===== config.mk =====
export PLATFORM = sky130hd
export DESIGN_NAME = mem_access_ctrl
export DESIGN_NICKNAME = d
export VERILOG_FILES = /design/src/rtl/mem_access_ctrl.sv
export SDC_FILE = /design/constraint.sdc
export NUM_CORES = 1
export LEC_CHECK = 0
export CELL_PAD_IN_SITES_DETAIL_PLACEMENT = 0
export CELL_PAD_IN_SITES_GLOBAL_PLACEMENT = 1
export CORE_UTILIZATION = 24
export CTS_CLUSTER_DIAMETER = 200
export DETAILED_ROUTE_END_ITERATION = 8
export GPL_TIMING_DRIVEN = 0
export PLACE_DENSITY = 0.74
export SYNTH_ARGS = -nofsm -noshare
export SYNTH_HDL_FRONTEND = slang
export SYNTH_SLANG_ARGS = --single-unit

===== constraint.sdc =====
create_clock -name CLK -period 1.3 [get_ports CLK]
set_input_delay 0.325 -clock CLK [delete_from_list [all_inputs] [get_ports CLK]]
set_output_delay 0.325 -clock CLK [all_outputs]
set_load 0.03 [all_outputs]

===== src/rtl/mem_access_ctrl.sv =====
// Memory access controller between the execute and writeback stages: one 8-byte load/store
// at a time, range-checked against MEM_TOP, with a sticky halt on any address fault.
module mem_access_ctrl #(
    parameter int unsigned DATA_WID = 64,
    parameter int unsigned MEM_TOP  = 96
) (
    input  logic                CLK,
    input  logic                RST,

    input  logic                req_valid,
    input  logic                req_write,
    input  logic [DATA_WID-1:0] req_addr,
    input  logic [DATA_WID-1:0] req_data,
    output logic                req_ready,

    output logic [DATA_WID-1:0] mem_addr,
    output logic [DATA_WID-1:0] mem_write_data,
    output logic                mem_write_flag,
    output logic                mem_read_flag,
    input  logic [DATA_WID-1:0] mem_valM,
    input  logic                mem_error,

    output logic                resp_valid,
    output logic [DATA_WID-1:0] resp_data,
    output logic                resp_err,
    input  logic                resp_ready,

    output logic                halted
);

    // Highest legal start address of an 8-byte access; a memory under 8 bytes has none.
    localparam bit                  TooSmall  = (MEM_TOP < 7);
    localparam int unsigned         LastStart = TooSmall ? 0 : MEM_TOP - 7;
    localparam logic [DATA_WID-1:0] AddrLimit = DATA_WID'(LastStart);

    typedef enum logic [1:0] {
        StIdle,
        StIssue,
        StResp,
        StHalt
    } state_e;

    state_e              state_q, state_d;
    logic [DATA_WID-1:0] addr_q, addr_d;
    logic [DATA_WID-1:0] data_q, data_d;
    logic                write_q, write_d;
    logic [DATA_WID-1:0] resp_data_q, resp_data_d;
    logic                resp_err_q, resp_err_d;

    logic accept;
    logic addr_bad;
    logic consume;

    assign accept   = req_valid && (state_q == StIdle);
    assign consume  = resp_ready && (state_q == StResp);
    assign addr_bad = TooSmall || (req_addr > AddrLimit);

    // State register
    always_ff @(posedge CLK) begin
        if (RST) begin
            state_q     <= StIdle;
            addr_q      <= '0;
            data_q      <= '0;
            write_q     <= 1'b0;
            resp_data_q <= '0;
            resp_err_q  <= 1'b0;
        end else begin
            state_q     <= state_d;
            addr_q      <= addr_d;
            data_q      <= data_d;
            write_q     <= write_d;
            resp_data_q <= resp_data_d;
            resp_err_q  <= resp_err_d;
        end
    end

    // Next-state and datapath
    always_comb begin
        state_d     = state_q;
        addr_d      = addr_q;
        data_d      = data_q;
        write_d     = write_q;
        resp_data_d = resp_data_q;
        resp_err_d  = resp_err_q;

        unique case (state_q)
            StIdle: begin
                if (accept) begin
                    addr_d      = req_addr;
                    data_d      = req_data;
                    write_d     = req_write;
                    resp_data_d = '0;
                    if (addr_bad) begin
                        // Out-of-range accesses never reach the memory.
                        resp_err_d = 1'b1;
                        state_d    = StResp;
                    end else begin
                        resp_err_d = 1'b0;
                        state_d    = StIssue;
                    end
                end
            end
            StIssue: begin
                resp_err_d  = mem_error;
                resp_data_d = (write_q || mem_error) ? '0 : mem_valM;
                state_d     = StResp;
            end
            StResp: begin
                if (consume) begin
                    state_d = resp_err_q ? StHalt : StIdle;
                end
            end
            StHalt: begin
                state_d = StHalt;
            end
            default: begin
                state_d = StIdle;
            end
        endcase
    end

    // Outputs
    always_comb begin
        req_ready      = 1'b0;
        mem_write_flag = 1'b0;
        mem_read_flag  = 1'b0;
        resp_valid     = 1'b0;
        halted         = 1'b0;

        unique case (state_q)
            StIdle:  req_ready = 1'b1;
            StIssue: begin
                mem_write_flag = write_q;
                mem_read_flag  = !write_q;
            end
            StResp:  resp_valid = 1'b1;
            StHalt:  halted = 1'b1;
            default: req_ready = 1'b0;
        endcase
    end

    assign mem_addr       = addr_q;
    assign mem_write_data = data_q;
    assign resp_data      = resp_data_q;
    assign resp_err       = resp_err_q;

endmodule


# After elaboration in Yosys (flattened, before gate mapping)
# Cells that the tools add are included.
[totals]
register_bits = 196
output_inout_bits = 198
word_cells = 37
[classes]
magnitude_cmp = 1
n_eq_ne = 5
mux = 16
reduce_logical = 9
[ops]
columns = ["op", "count"]
rows = [
  ["two-way mux 64 bit", 2],
  ["one-hot mux 64 bit (2 select lines)", 1],
  ["> comparator 64 x 7 -> 1 bit (second input constant)", 1],
  ["two-way mux 2 bit", 4],
  ["one-hot mux 2 bit (4 select lines)", 1],
  ["two-way mux 1 bit", 7],
  ["AND reduction 2 bit", 3],
  ["== test 2 bit (second input constant)", 2],
  ["inequality test 2 bit (second input constant)", 2],
  ["== test 2 x 1 -> 1 bit (second input constant)", 1],
  ["logical AND 1 bit", 2],
  ["logical NOT 2 bit", 1],
  ["one-hot mux 1 bit (2 select lines)", 1],
  ["nonzero test 2 bit", 1],
  ["logical NOT 1 bit", 1],
  ["logical OR 1 bit", 1],
]

# Longest topological paths before layout
[logic_depth]
depth_word = 4
ltp_mapped = 7

# Least setup slack after synthesis
# No wires, ideal clock.
[synth_timing]
path_type = "reg2reg"
start = "register state_q[1]"
end = "register data_q[27], in the netlist mem_write_data[27]"
setup_time_ps = 71
arrival_ps = 1606
required_ps = 1229
setup_slack_ps = -376
stages_incl_launch_ff = 8
synth_period_minus_slack_ps = 1676
cell_sequence = "dfxtp_1 > nor2_1 > and2_1 > buf_2 > buf_2 > buf_2 > nand2_1 > a21oi_1"
[synth_via]
elab_chain_len = 3
[synth_lines]
columns = ["item", "line", "rtl"]
rows = [
  ["start: declaration", "43", "state_e state_q, state_d;"],
  ["start signal: assignment", "61", "state_q <= StIdle;"],
  ["start signal: assignment", "68", "state_q <= state_d;"],
  ["logical NOT 2 bit (*)", "54, 86", ""],
  ["logical AND 1 bit", "54", "assign accept = req_valid && (state_q == StIdle);"],
  ["AND reduction 2 bit (no line) (*)", "-", ""],
  ["end signal: assignment", "70", "data_q <= data_d;"],
  ["end: declaration", "45", "logic [DATA_WID-1:0] data_q, data_d;"],
]
# Every way passes the cells marked *; elsewhere a longest branch is shown, timed or not.
# A chain may end at the register's enable or synchronous reset.

# Final worst setup path
[layout_timing]
start = "register state_q[0]"
end = "output port mem_write_flag"
[layout_via]
elab_chain_len = 2
[layout_lines]
columns = ["item", "line", "rtl"]
rows = [
  ["== test 2 x 1 -> 1 bit", "130", "unique case (state_q)"],
  ["two-way mux 1 bit", "130", ""],
  ["end: declaration", "18", "output logic mem_write_flag,"],
]
# No other way between the ends.

==> results.md <==
* Status: finished with violations
* Failing checks: setup timing
* Largest net degree at the start of global routing at 22
* Final Setup Violations at 134
* Vias in the first global route at 7126
* Post-DRT Antenna Nets at 0
* DR vias/cell at 4.57
* Final WS setup at -0.303 ns
* Clk_lat worst skew at 0.45 ns
* Slew headroom at 0.512
* Core Area at 0.0279 sq mm
* Post-route minimum period at 1.60 ns
* Max Cap Violations at 0
* Static Leak at 5.74 nW
* CTS Root Cell: clkbuf_16
* Yosys warns at 0
* Top_reg_cell synth: dfxtp_1
* Global-route total usage across every layer at 0.191
* CP Launch Type: flop
* Number of hold buffers added after cts at 0
* Synth top area cells: dfxtp_1, nand2_1, a21oi_1, a22oi_1, nor2_1
* Sequential power share at 0.417
* Mapped Cells at 821
* Min-Delay Startpoint: req_addr[57]
* Synth-to-layout area growth at 99.6%
* Die W at 171 um
* CTS buffer count at 17
* Pwr per Cell Area at 1130 mW/mm^2
* Max H-tree Level at 4
* First-pass GRT wire length at 41700 um
* GP Congestion at 0.780
* Most common cell in the netlist: nand2_1
* I/O Buffers at 394
* Drt first pass iters at 5
* Internal power at 10.5 mW
* Fraction of the cycle the final worst path needs at 1.23
* Post-synth EDFFs at 0
* Fmax at 624 MHz
* Crit-path cells: nor2b_4 -> and2_4 -> buf_6
* Comb pwr share at 0.230
* Total wire length at 30000 um
* Total gr overflow at 0
* Clk sink count at 196
* Via count at 7538
* Avg Cell Area, Syn at 8.31 sq um
* Max Slew Vio Count at 0
* Mapped Area at 0.00683 sq mm
* TritonCTS clock tree: built
* Worst min path class: input pin to flop
* RSZ-0062 raised after global routing: true
* Req. time, crit path at 0.98 ns
* Area leader, netlist: dfxtp_1
* Dpl hpwl at 21100 um
* DRT iter0 DRCs at 241
* Worst VDD drop at 0.607 mV
* Initial antenna violation count at 2
* Start point of the critical path: state_q[0]
* Switching Share at 0.317
* Crit Path Class: flop to primary output
* Critical path peak fanout at 8
* Wirelength per Cell at 18.2 um
* Clock power share at 0.353
* DR DRC count at 0
* Worst-margin pin slew at 0.732 ns
* Initial core utilization at 0.245
* Sequential area share after synthesis at 0.575
* Final hold vios at 0
* Final layout net count at 1457
* CP peak stage delay at 0.42 ns
* Critical path capture point type: primary output
* CP Data Arrival Time at 1.28 ns
* Pre-CTS setup slack at -1.08 ns
* Slowest stage cell, crit path: dfxtp_4
* Die Ht at 171 um
* Fraction of layout cells with a size suffix above 1 at 0.449
* RR Startpoint: state_q[1]
* Fraction of registers with async set/reset at 0
* Syn_nets at 1019
* Top cell type's share of synthesized area at 0.575
* Row count at 61
* Clk buf depth at 2
* Synth top cells by count: nand2_1, dfxtp_1, a21oi_1
* Worst hold slack at 0.125 ns
* Layout Skew at 0.0236 ns
* # IOs at 396
* Reg2Reg Setup Slack at -0.22 ns
* Synth cell types at 24
* Total net switching power at 4.90 mW
* Synthesized flop and latch total at 196
* DIE AREA at 0.0291 sq mm
* Register clock-pin slew on the reported worst setup and hold paths at 0.09 ns
[what timing repair did]
item	CTS	global route
endpoints found under the setup margin	394	333
buffers inserted	9	11
endpoints found under the hold margin	0	0
resized for setup	1385	380
pin swaps	26	185
cloned	11	5
[cell families after synthesis]
kind of cell           after synthesis  synth area share
and+or+nand+nor                    358             0.209
AOI/OAI and AO/OA                  203             0.175
DFF                                196             0.575
buffers and inverters               64            0.0411
[power by group through the flow]
stage               sequential (mW)  combinational, mW  clock [mW]
floorplan                      7.06              0.714           0
global placement               6.55               2.70           0
detailed placement             6.56               2.70           0
CTS                            6.44               3.02        5.61
global route                   6.47               3.75        5.80
finish                         6.44               3.55        5.45
[final cells by class]
cell class                 count  area (sq um)
antenna                        1          2.50
buffer                        62           563
clock buffer                  17           425
clock inverter                15           184
fill                        2688         14200
multi-input combinational    561          3920
sequential                   196          3960
tap                          378           473
timing repair buffer         421          4100
[placed cells by master (no fill, tap or decap), types with 3 or more instances in the layout]
cell / netlist / layout
nand2_2: 0 / 11
nor4_4: 0 / 4
dlymetal6s2s_1: 0 / 9
dfxtp_1: 196 / 175
buf_4: 0 / 155
buf_12: 0 / 20
buf_6: 0 / 57
nand2_1: 259 / 158
dfxtp_4: 0 / 3
clkinv_8: 0 / 6
clkdlybuf4s50_1: 0 / 157
dlygate4sd2_1: 0 / 18
clkbuf_1: 28 / 15
inv_6: 0 / 3
clkbuf_2: 0 / 20
a21oi_1: 131 / 26
a21oi_2: 0 / 105
buf_16: 0 / 4
dfxtp_2: 0 / 18
nand4_1: 3 / 3
nand2_4: 0 / 90
clkbuf_16: 0 / 22
a22oi_1: 64 / 62
nor4_2: 0 / 9
buf_8: 0 / 8
nor2_1: 70 / 67
clkbuf_4: 0 / 6
buf_2: 32 / 7
[layer usage]
metal	up-vias	part of all wire	track usage
li1	3637	-	-
met3	36	0.077	0.0606
met2	254	0.51	0.331
met5	-	0.00057	0
met4	2	0.022	0.0662
met1	3609	0.39	0.219
[critical path, delay by kind of cell (launching register included)]
kind / cells / cell delay [ns]
flops: 1 / 0.42
simple gates: 2 / 0.30
buf+inv: 1 / 0.13
[metrics by stage]
stage / instances / power, mW / utilization / TNS, ns / cell area, sq um
final: 1651 / 15.4 / 0.489 / -16.45 / 13600
after CTS: 1645 / 15.1 / 0.443 / -28.94 / 12300
after global placement: 1593 / 9.25 / 0.406 / -147.39 / 11300
after global routing: 1651 / 16.0 / 0.489 / -29.75 / 13600
after detailed placement: 1593 / 9.26 / 0.406 / -148.96 / 11300
after floorplan: 821 / 7.77 / - / -2.33 / 6900
[flip-flops by register name, indices dropped and copies added, names as in the netlist]
name / cells
state_q: 2
mem_addr: 64
write_q: 1
mem_write_data: 64
resp_err: 1
resp_data: 64
[final timing paths]
path / to / depth (start not counted)
worst max-delay path: mem_write_flag / 3
worst min-delay path: mem_addr[57] / 3
worst max register to register: mem_write_data[32] / 8
worst min register to register: mem_write_data[42] / 2
Power figures use the tool's default switching activity.
